--- config.mk ---
export PLATFORM = sky130hd
export DESIGN_NAME = bus_cmd_bridge
export DESIGN_NICKNAME = d
export VERILOG_FILES = /design/src/rtl/bus_cmd_bridge.sv
export SDC_FILE = /design/constraint.sdc
export NUM_CORES = 1
export LEC_CHECK = 0
export ABC_AREA = 1
export BUFFER_PORTS_ARGS = -buffer_cell sky130_fd_sc_hd__buf_2
export CAP_MARGIN = 0
export CORE_ASPECT_RATIO = 1.75
export CORE_UTILIZATION = 40
export DETAILED_ROUTE_END_ITERATION = 12
export PLACE_DENSITY = 0.66
export SETUP_SLACK_MARGIN = 0.2
export SYNTH_ARGS = -nofsm -noshare
export SYNTH_HDL_FRONTEND = slang
export SYNTH_SLANG_ARGS = --single-unit
--- constraint.sdc ---
create_clock -name clk -period 2.3 [get_ports clk]
set_input_delay 0.345 -clock clk [delete_from_list [all_inputs] [get_ports clk]]
set_output_delay 0.345 -clock clk [all_outputs]
set_load 0.05 [all_outputs]
--- src/rtl/bus_cmd_bridge.sv ---
// Byte-command bridge: rx opcodes load address/data nibbles, launch single bus
// reads/writes, and return response bytes through the tx handshake.
module bus_cmd_bridge #(
    parameter int unsigned DATA_W  = 8,
    parameter int unsigned ADDR_W  = 16,
    parameter int unsigned TIMEOUT = 255
) (
    input  logic              clk,
    input  logic              rst_n,
    input  logic [7:0]        opcode,
    input  logic              en,
    output logic [7:0]        tx_data,
    output logic              tx_en,
    input  logic              tx_busy,
    output logic [ADDR_W-1:0] bus_Addr,
    input  logic [DATA_W-1:0] bus_RData,
    output logic [DATA_W-1:0] bus_WData,
    output logic              Cmd,
    output logic              RW,
    input  logic              Finish,
    output logic              busy
);
    localparam int unsigned SNAP_W   = (DATA_W > ADDR_W) ? DATA_W : ADDR_W;
    localparam int unsigned CNT_W    = 16;
    localparam int unsigned BCNT_W   = 4;
    localparam int unsigned DATA_NIB = DATA_W / 4;
    localparam int unsigned ADDR_NIB = ADDR_W / 4;

    typedef enum logic [1:0] {
        ST_IDLE,
        ST_BUS,
        ST_SEND,
        ST_GAP
    } state_t;

    state_t             state_q, state_d;
    logic [ADDR_W-1:0]  addr_q, addr_d;
    logic [DATA_W-1:0]  data_q, data_d;
    logic [SNAP_W-1:0]  snap_q, snap_d, snap_ld;
    logic [BCNT_W-1:0]  left_q, left_d;
    logic [CNT_W-1:0]   cnt_q, cnt_d;
    logic [7:0]         resp_q, resp_d;
    logic               inc_q, inc_d;
    logic [7:0]         tx_data_d;
    logic               tx_en_d, cmd_d, rw_d, busy_d;

    assign bus_Addr  = addr_q;
    assign bus_WData = data_q;

    // Next-state and next-register values
    always_comb begin
        state_d   = state_q;
        addr_d    = addr_q;
        data_d    = data_q;
        snap_d    = snap_q;
        snap_ld   = '0;
        left_d    = left_q;
        cnt_d     = cnt_q;
        resp_d    = resp_q;
        inc_d     = inc_q;
        tx_data_d = tx_data;
        tx_en_d   = 1'b0;
        cmd_d     = 1'b0;
        rw_d      = RW;

        case (state_q)
            ST_IDLE: begin
                if (en) begin
                    resp_d = opcode;
                    left_d = '0;
                    case (opcode[7:4])
                        4'hD: begin
                            data_d  = DATA_W'({data_q, opcode[3:0]});
                            state_d = ST_SEND;
                        end
                        4'hE: begin
                            addr_d  = ADDR_W'({addr_q, opcode[3:0]});
                            state_d = ST_SEND;
                        end
                        4'hC: begin
                            case (opcode[3:0])
                                4'h0: begin
                                    snap_ld = SNAP_W'(data_q) << (SNAP_W - DATA_W);
                                    left_d  = BCNT_W'(DATA_NIB - 1);
                                    state_d = ST_SEND;
                                end
                                4'h1: begin
                                    snap_ld = SNAP_W'(addr_q) << (SNAP_W - ADDR_W);
                                    left_d  = BCNT_W'(ADDR_NIB - 1);
                                    state_d = ST_SEND;
                                end
                                4'h2, 4'h3, 4'h4, 4'h5: begin
                                    cmd_d   = 1'b1;
                                    rw_d    = opcode[0];
                                    inc_d   = opcode[2];
                                    cnt_d   = '0;
                                    state_d = ST_BUS;
                                end
                                default: ;
                            endcase
                            // Readbacks send the top nibble first from a left-aligned snapshot
                            if (opcode[3:1] == 3'b000) begin
                                resp_d = {4'hC, snap_ld[SNAP_W-1 -: 4]};
                                snap_d = snap_ld << 4;
                            end
                        end
                        default: ;
                    endcase
                end
            end

            ST_BUS: begin
                cnt_d = cnt_q + CNT_W'(1);
                if (Finish) begin
                    if (!RW) begin
                        data_d = bus_RData;
                    end
                    if (inc_q) begin
                        addr_d = addr_q + ADDR_W'(1);
                    end
                    rw_d    = 1'b0;
                    state_d = ST_SEND;
                end else if (cnt_d == CNT_W'(TIMEOUT)) begin
                    resp_d  = 8'hCF;
                    rw_d    = 1'b0;
                    state_d = ST_SEND;
                end
            end

            ST_SEND: begin
                if (!tx_busy) begin
                    tx_en_d   = 1'b1;
                    tx_data_d = resp_q;
                    state_d   = ST_GAP;
                end
            end

            ST_GAP: begin
                if (left_q != '0) begin
                    resp_d  = {4'hC, snap_q[SNAP_W-1 -: 4]};
                    snap_d  = snap_q << 4;
                    left_d  = left_q - BCNT_W'(1);
                    state_d = ST_SEND;
                end else begin
                    state_d = ST_IDLE;
                end
            end

            default: state_d = ST_IDLE;
        endcase

        busy_d = (state_d != ST_IDLE);
    end

    always_ff @(posedge clk or negedge rst_n) begin
        if (!rst_n) begin
            state_q <= ST_IDLE;
            addr_q  <= '0;
            data_q  <= '0;
            snap_q  <= '0;
            left_q  <= '0;
            cnt_q   <= '0;
            resp_q  <= '0;
            inc_q   <= 1'b0;
            tx_data <= '0;
            tx_en   <= 1'b0;
            Cmd     <= 1'b0;
            RW      <= 1'b0;
            busy    <= 1'b0;
        end else begin
            state_q <= state_d;
            addr_q  <= addr_d;
            data_q  <= data_d;
            snap_q  <= snap_d;
            left_q  <= left_d;
            cnt_q   <= cnt_d;
            resp_q  <= resp_d;
            inc_q   <= inc_d;
            tx_data <= tx_data_d;
            tx_en   <= tx_en_d;
            Cmd     <= cmd_d;
            RW      <= rw_d;
            busy    <= busy_d;
        end
    end

endmodule

==> reports/qor.csv <==
metric;value;unit
startpoint_type;flop;
coreArea;10700;µm²
critPathLaunch;cnt_q[1]$_DFFE_PN0P_;
setup_violations;0;
first_global_vias;4044;
placedCellCount;768;
firstDrtPassIters;5;
io_buffers;56;
grt_start_max_net_pins;68;
crit_required;2.59;ns
slew_headroom;0.7026;
rows;50;
rsz0062_at_grt;true;
slew_viol_final;0;
ys_async_sr_fraction;1.000;
cts_made_buffers;9;
ant_nets;0;
layout_commonest_cell;nand2_1;
synth.net_count;614;
grtUsageTotal;0.2328;
nets;682;
routed_wl;12.46;mm
clock_path_buffers;2;
rr_startpoint;cnt_q[1]$_DFFE_PN0P_;
cts_htree_levels;3;
clk_pin_slew;0.07;ns
fin_crit_sh;0.9145;
hp-start;tx_busy;
tns;0;ns
syn_to_final_growth;20.69;%
routedWlPerCell;15.75;µm
yosysWarnings;0;
crit_chain;ha_4 > nand2_1 > nor2_2 > nand2_1 > nand2_1 > nand3_1 > nor2_1 > nand2_1 > nor2_2 > buf_4 > nand4_4 > nand2_4 > nand2_1 > nand2_1;
fillCellCount;1040;
synth.area.top_cells;dfrtp_1, nand2_1, inv_1;
powerDensity;1569;nW/µm²
synth_top_area_share;0.4472;
power.leakage;2.629;nW
critPathMaxFanout;8;
status;completed;
period_minus_slack;2.103;ns
drc_errors;0;
avgViaCountPerCell;5.410;
drive_above_1_share;0.2057;
root_buffer;clkbuf_16;
synth_ff_type;dfrtp_1;
end_kind;flop;
cp_num_buf_inv;1;
place_congestion;0.8974;
initial_core_util;0.4132;
yosysSeqAreaShare;0.4472;
crit_path_frequent_cell;nand2_1;
routed-via-count;4279;
ios;57;
final_cell_mix;nand2_1, dfrtp_1, inv_1;
cts.sinks;79;
hpwl;8.992;mm
die_h;141.1;µm
synth_top_cell_by_area;dfrtp_1;
clock.fmax;475.4;MHz
instances_no_fill;791;
ys_types;34;
multi_input_area;2136;µm²
dieWidth;81.47;µm
seq_area;1978;µm²
fin_skew;0.008302;ns
critPathMaxStageDelay;0.45;ns
cp.arrival;2.39;ns
syn-instance-count;588;
clock_latency;0.35;ns
overflow;0;
ys_seq_elements;79;
synth_edf_count;0;
worst-setup-path-type;reg2reg;
syn_area_per_cell;7.518;µm²
hold_violations;0;
grt_pass1_wl;20.29;mm
cts_tree;done;
cpMaxStageDelayCell;dfrtp_1;
syn-cell-area;4420;µm²
drtIter0Drc;271;
ir_worst_vdd;1.059;mV
cp_top_family;simple AND/OR/NAND/NOR gates;
diodes;0;
die-area;11490;µm²
worst_pin_slew;0.4457;ns
hp-class;in2reg;
antenna_found_initial;0;
cap_viol_max_count;0;
[registers in the layout, indices dropped and copies added (netlist names)]
register / count
RW: 1
snap_q: 12
tx_en: 1
busy: 1
tx_data: 8
resp_q: 8
left_q: 4
state_q: 2
inc_q: 1
bus_WData: 8
bus_Addr: 16
cnt_q: 16
Cmd: 1
[cell families after synthesis]
| group | synth area share |
|---|---|
| buf+inv | 0.08803 |
| flops | 0.4472 |
| simple gates | 0.2799 |
| compound gates | 0.1528 |
| fa+ha+maj | 0.01415 |
| xor+xnor | 0.01783 |
[what timing repair did]
action,CTS,global route
resized for setup,0,18
endpoints found under the setup margin,0,13
hold buffers,1,0
hold endpoints to repair,12,0
buffers inserted,0,5
[metal layers]
layer,vias up,wire length (µm),global-route usage
met3,36,620,0.03625
li1,2059,-,-
met1,2022,4809,0.2855
met5,-,0,0
met4,0,478,0.1128
met2,162,6551,0.3877
[power by group]
group,internal [mW],switching [mW]
clock,0.969,0.641
combinational,1.12,3.03
sequential,2.02,0.596
[synth_stat cells (6+ instances only)]
| library cell | count |
|---|---|
| a21oi_1 | 20 |
| o22ai_1 | 12 |
| inv_1 | 76 |
| dfrtp_1 | 79 |
| nor3_1 | 10 |
| nand2_1 | 157 |
| o21ai_1 | 18 |
| o21ai_0 | 44 |
| clkbuf_1 | 7 |
| nor2_1 | 36 |
| xor2_1 | 9 |
| nor2_2 | 11 |
| a31oi_1 | 6 |
| o211ai_1 | 6 |
| inv_2 | 10 |
| nand3_1 | 41 |
| nand4_1 | 6 |
[path summary, 6_finish.rpt]
check | endpoint | slack [ns] | cells after the start
max | resp_q[2]$_DFFE_PN0P_ | 0.20 | 14
min | tx_en$_DFF_PN0_ | 0.23 | 2
max reg2reg | resp_q[2]$_DFFE_PN0P_ | 0.20 | 14
min reg2reg | tx_data[5]$_DFFE_PN0P_ | 0.46 | 2
max in group asynchronous | cnt_q[15]$_DFFE_PN0P_ | 1.28 | 3
min in group asynchronous | bus_Addr[11]$_DFFE_PN0P_ | 0.39 | 2
[cell type report]
| class | count | share of cell area |
|---|---|---|
| flip-flops and latches | 79 | 0.3708 |
| well taps | 130 | 0.03049 |
| clock inverters | 7 | 0.01923 |
| multi-input cells | 410 | 0.4003 |
| inverters | 86 | 0.06074 |
| clock buffers | 9 | 0.04221 |
| repair buffers | 70 | 0.07622 |
[per-stage QoR]
stage | power [mW] | utilization | instance area [µm²] | setup WS, ns | hold slack, ns
detailed placement | 6.593 | 0.4554 | 4872 | 0.2862 | 0.2093
finish | 8.370 | 0.4987 | 5335 | 0.1966 | 0.2339
floorplan | 5.536 | - | 4420 | 0.4379 | 0.04941
global route | 8.946 | 0.4987 | 5335 | 0.09452 | 0.2332
CTS | 8.215 | 0.4870 | 5210 | 0.2719 | 0.2269
global placement | 6.507 | 0.4554 | 4872 | 0.3828 | 0.2073
(Power assumes the default switching activity.)
